--- config.mk ---
export PLATFORM = sky130hd
export DESIGN_NAME = seq_mul
export DESIGN_NICKNAME = d
export VERILOG_FILES = /design/src/rtl/mul_pkg.sv /design/src/rtl/mul_row.sv /design/src/rtl/seq_mul.sv
export SDC_FILE = /design/constraint.sdc
export NUM_CORES = 1
export LEC_CHECK = 0
export ABC_CLOCK_PERIOD_IN_PS = 4800
export BUFFER_PORTS_ARGS = -buffer_cell sky130_fd_sc_hd__buf_2
export CAP_MARGIN = 20
export CORE_ASPECT_RATIO = 1.4
export CORE_MARGIN = 4
export CORE_UTILIZATION = 29
export CTS_BUF_LIST = sky130_fd_sc_hd__clkbuf_4
export CTS_CLUSTER_SIZE = 25
export DETAILED_ROUTE_END_ITERATION = 12
export PLACE_DENSITY = 0.45
export SLEW_MARGIN = 20
export SYNTH_ARGS = -nofsm -noshare
export SYNTH_HDL_FRONTEND = slang
export SYNTH_SLANG_ARGS = --single-unit
--- constraint.sdc ---
create_clock -name clk -period 4.8 [get_ports clk]
set_input_delay 0.48 -clock clk [delete_from_list [all_inputs] [get_ports clk]]
set_output_delay 0.48 -clock clk [all_outputs]
set_load 0.005 [all_outputs]
--- src/rtl/mul_pkg.sv ---
// rtl/mul_pkg.sv - shared state encoding for the iterative multiplier
package mul_pkg;

    localparam logic [1:0] S_IDLE = 2'd0;
    localparam logic [1:0] S_CALC = 2'd1;
    localparam logic [1:0] S_DONE = 2'd2;

endpackage

--- src/rtl/mul_row.sv ---
// rtl/mul_row.sv - one WIDTH-bit partial-product row: AND-gated multiplicand added to acc_hi
module mul_row #(
    parameter int WIDTH = 32
) (
    input  logic [WIDTH-1:0] mcand,
    input  logic             mbit,
    input  logic [WIDTH-1:0] acc_hi,
    output logic             carry,
    output logic [WIDTH-1:0] sum
);

    logic [WIDTH-1:0] row;

    assign row          = mcand & {WIDTH{mbit}};
    assign {carry, sum} = {1'b0, acc_hi} + {1'b0, row};

endmodule

--- src/rtl/seq_mul.sv ---
// rtl/seq_mul.sv - shift-and-add multiplier, one row per cycle, signed or unsigned
module seq_mul
    import mul_pkg::*;
#(
    parameter  int WIDTH = 32,
    localparam int CNT_W = $clog2(WIDTH)
) (
    input  logic                 clk,
    input  logic                 rst_n,
    input  logic                 start,
    input  logic                 is_signed,
    input  logic [WIDTH-1:0]     a,
    input  logic [WIDTH-1:0]     b,
    output logic                 ready,
    output logic                 busy,
    output logic                 done,
    output logic [2*WIDTH-1:0]   product
);

    localparam logic [CNT_W-1:0] LAST = CNT_W'(WIDTH - 1);

    logic [1:0]         state;
    logic [CNT_W-1:0]   cnt;
    logic [WIDTH-1:0]   mcand;
    logic [WIDTH-1:0]   acc_hi;
    logic [WIDTH-1:0]   acc_lo;
    logic               neg;

    logic               carry;
    logic [WIDTH-1:0]   sum;
    logic [2*WIDTH-1:0] shifted;

    // acc_lo starts as the multiplier: its LSB is consumed each cycle while
    // product bits enter from the top, so no separate multiplier register is needed.
    mul_row #(.WIDTH(WIDTH)) u_row (
        .mcand  (mcand),
        .mbit   (acc_lo[0]),
        .acc_hi (acc_hi),
        .carry  (carry),
        .sum    (sum)
    );

    assign shifted = {carry, sum, acc_lo[WIDTH-1:1]};

    assign ready = (state != S_CALC);
    assign busy  = (state == S_CALC);
    assign done  = (state == S_DONE);

    always_ff @(posedge clk or negedge rst_n) begin
        if (!rst_n) begin
            state   <= S_IDLE;
            cnt     <= '0;
            mcand   <= '0;
            acc_hi  <= '0;
            acc_lo  <= '0;
            neg     <= 1'b0;
            product <= '0;
        end else begin
            case (state)
                S_IDLE, S_DONE: begin
                    if (start) begin
                        // Most-negative operand maps to 2^(WIDTH-1), which still fits unsigned.
                        mcand  <= (is_signed && a[WIDTH-1]) ? -a : a;
                        acc_lo <= (is_signed && b[WIDTH-1]) ? -b : b;
                        neg    <= is_signed & (a[WIDTH-1] ^ b[WIDTH-1]);
                        acc_hi <= '0;
                        cnt    <= '0;
                        state  <= S_CALC;
                    end else begin
                        state  <= S_IDLE;
                    end
                end
                S_CALC: begin
                    {acc_hi, acc_lo} <= shifted;
                    cnt              <= cnt + 1'b1;
                    if (cnt == LAST) begin
                        product <= neg ? -shifted : shifted;
                        state   <= S_DONE;
                    end
                end
                default: state <= S_IDLE;
            endcase
        end
    end

endmodule

==> results.tsv <==
stage	metric	value	unit
placed_design	Final GP Congestion	0.9208	
timing	pins over their slew limit	0	
timing	Hold Violations, Final	0	
die	Initial Util	0.2931	
layout	share of layout cells above drive strength 1	0.1635	
route	total wire length	37220	µm
layout	area grow syn2layout	13.84	%
clock_tree	setup bufs post-CTS	0	
critical_path	Worst Setup End Kind	flip-flop	
timing	period utilization	0.9101	
die	die area	42170	µm²
route	WL/cell	19.04	µm
timing	Worst Max-Slew Pin Slew	0.9100	ns
die	Die H	241.4	µm
timing	slew margin rel.	0.3934	
critical_path	slowest CP cell	dfrtp_2	
global_route	vias in the first global route	10060	
clock_tree	Clock Latency Late Sink	0.62	ns
hold_path	Hold Crit Class	in -> reg	
power_and_ir_drop	leakage power total	5.546	nW
clock_tree	cts bufs inserted	17	
route	Final ANT Viol Nets	0	
yosys	Post-synth ARST share	1.000	
yosys	synth top area cells	dfrtp_1 37%, o21ai_0 7.6%, xor2_1 6.2%, nand2_1 6.1%, ha_1 4.1%	
die	Placement Rows	85	
timing	setup TNS	0	ns
critical_path	crit path kind	reg -> reg	
timing	f_max	0.2289	GHz
route	# DRC	0	
clock_tree	Bufs on Longest Clock Path	2	
run_status	status	finished, final reports clean	
global_route	global-route usage over all layers	0.1764	
power_and_ir_drop	PwrDens	631.2	nW/µm²
placed_design	# port buffers	134	
global_route	largest net degree at the start of global routing	117	
route	Iter 0 DRT Violations	407	
timing	Worst Hold Margin	0.1306	ns
yosys	Cell Area, Synth	11280	µm²
die	chip width	174.7	µm
critical_path	Worst Path Buf+Inv	0	
yosys	Synth area leader	dfrtp_1	
critical_path	cell family with most CP delay	simple AND/OR/NAND/NOR gates	
yosys	Most used DFF post-synth	dfrtp_1	
yosys	synth unique cells	81	
yosys	#FFs+latches synth	168	
route	Vias	9936	
clock_tree	root buffer selected by CTS	clkbuf_4	
die	IO Pins	135	
route	Via density	5.082	
critical_path	slowest stage delay, CP	0.60	ns
yosys	Post-synth EDFFs	0	
yosys	sequential area share after synthesis	0.3726	
critical_path	CP Max Fanout	29	
yosys	Avg Inst Size Synth	8.666	µm²
yosys	synthesis warning total	0	
critical_path	Critical Path RT	5.28	ns
layout	commonest non-fill, non-tap cell in the layout	nand2_1	
timing	Tmin final	4.369	ns
global_route	first-pass GRT wire length	57530	µm
placed_design	Detailed Place HPWL	28920	µm
die	core area	38500	µm²
yosys	Yosys top cell area share	0.3726	
run	maxcap violations	0	
layout	fin nets	1526	
global_route	initial antenna violation count	1	
critical_path	worst path arrival time	4.85	ns
clock_tree	CTS sink cnt	168	
critical_path	Startpoint Class	flip-flop	
clock_tree	CTS tree	built	
timing	RSZ-0062 raised after global routing	false	
layout	most frequent cells in the layout	182 x nand2_1, 171 x o21ai_0, 166 x dfrtp_1	
critical_path	cells along the critical path	and2_1, ha_1, nand2_1, or4_4, a2111oi_4, o21ai_2, a22o_1, nor4_4, nand4b_2, o31ai_1, xor2_1, o21ai_1	
global_route	grt ovf	0	
power_and_ir_drop	maximum VDD drop	0.0002118	V
clock_tree	Clock transition at path regs	0.15	ns
timing	Final setup viols	0	
timing	Worst Skew	0.02226	ns
yosys	Net Count, Synth	1408	
route	first drt pass iteration count	7	
yosys	Post-Synthesis Cells	1302	
clock_tree	H-tree levels	4	
[synth_stat cells (8+ instances only)]
| cell | instances |
|---|---|
| nand3_1 | 19 |
| o21ai_0 | 171 |
| nand2_1 | 183 |
| nor2_1 | 75 |
| nor3_1 | 30 |
| clkbuf_1 | 54 |
| o21ai_1 | 19 |
| and3_1 | 12 |
| a22o_1 | 30 |
| or4_1 | 10 |
| nand4_1 | 8 |
| dfrtp_1 | 168 |
| o31ai_1 | 21 |
| xnor2_1 | 52 |
| a21o_1 | 13 |
| or3_1 | 13 |
| xor2_1 | 80 |
| nor4_1 | 8 |
| o41ai_1 | 11 |
| and2_1 | 44 |
| a22oi_1 | 30 |
| o211ai_1 | 8 |
| ha_1 | 37 |
| inv_1 | 20 |
| a21oi_1 | 59 |
[cell families (layout without fill, tap and decap cells)]
kind of cell	Yosys count	after routing	synth area share
DFF	168	168	0.3726
xor gates and xnor gates	132	132	0.1025
other	0	2	0
adders and majority gates	38	38	0.04280
muxes	5	5	0.004990
buffers and inverters	90	219	0.03271
AOI/OAI and AO/OA	422	422	0.2451
and+or+nand+nor	447	447	0.1994
[final timing paths]
check | from | endpoint | slack [ns] | cells after the start
setup / recovery | acc_lo[0] | product[56] | 0.43 | 12
hold / removal | a[30] | mcand[30] | 0.13 | 3
setup reg to reg | acc_lo[0] | product[56] | 0.43 | 12
hold reg to reg | product[26] | product[26] | 0.48 | 2
max in group asynchronous | rst_n | acc_lo[29] | 3.37 | 3
min in group asynchronous | rst_n | mcand[25] | 0.32 | 2
[final cells by class]
cell class                      count  area, µm²
Tap cell                          522      653.1
Sequential cell                   168       4207
Clock buffer                       17      127.6
Inverter                           22      82.58
Timing Repair Buffer              167      959.7
Fill cell                        4196      25650
Multi-Input combinational cell   1044       6728
Clock inverter                     13      82.58
Antenna cell                        2      5.005
[metal layers]
| layer | share of wire | global-route usage | vias up |
|---|---|---|---|
| met5 | 0 | 0 | - |
| li1 | - | - | 4931 |
| met2 | 0.54 | 0.3398 | 193 |
| met3 | 0.032 | 0.02841 | 68 |
| met4 | 0.049 | 0.08861 | 0 |
| met1 | 0.38 | 0.1850 | 4744 |
[sequential cells by signal, summed over array words and instances, names as in the netlist]
signal,flops
product,64
acc_lo,32
mcand,32
acc_hi,32
cnt,5
state,2
neg,1
[where the power goes]
group          switching (W)  leakage [nW]  internal, W
registers           0.000577          2.09      0.00203
logic                0.00281          3.35      0.00196
clock network       0.000538         0.110     0.000195
total                0.00393          5.55      0.00418
[worst min-delay path, cell delays in order]
cell     delay (ns)
buf_2          0.09
xnor2_1        0.10
o21ai_0        0.06
[timing repair]
item,in CTS,in global routing
gates resized for setup,0,1
endpoints found under the setup margin,0,4
endpoints found under the hold margin,52,0
hold buffers,1,0
[per-stage QoR]
step | util | setup slack (ns) | power, W | instance area [µm²] | cells
after CTS | 0.3328 | 0.2263 | 0.008243 | 12810 | 1952
after global routing | 0.3336 | 0.1400 | 0.008857 | 12840 | 1955
after floorplan | - | 1.017 | 0.005767 | 11280 | 1302
final | 0.3336 | 0.4313 | 0.008107 | 12840 | 1955
after detailed placement | 0.3270 | 0.2655 | 0.007466 | 12590 | 1921
after global placement | 0.3270 | 0.3244 | 0.007440 | 12590 | 1921
Note: power is estimated with default switching activity, not from simulation.
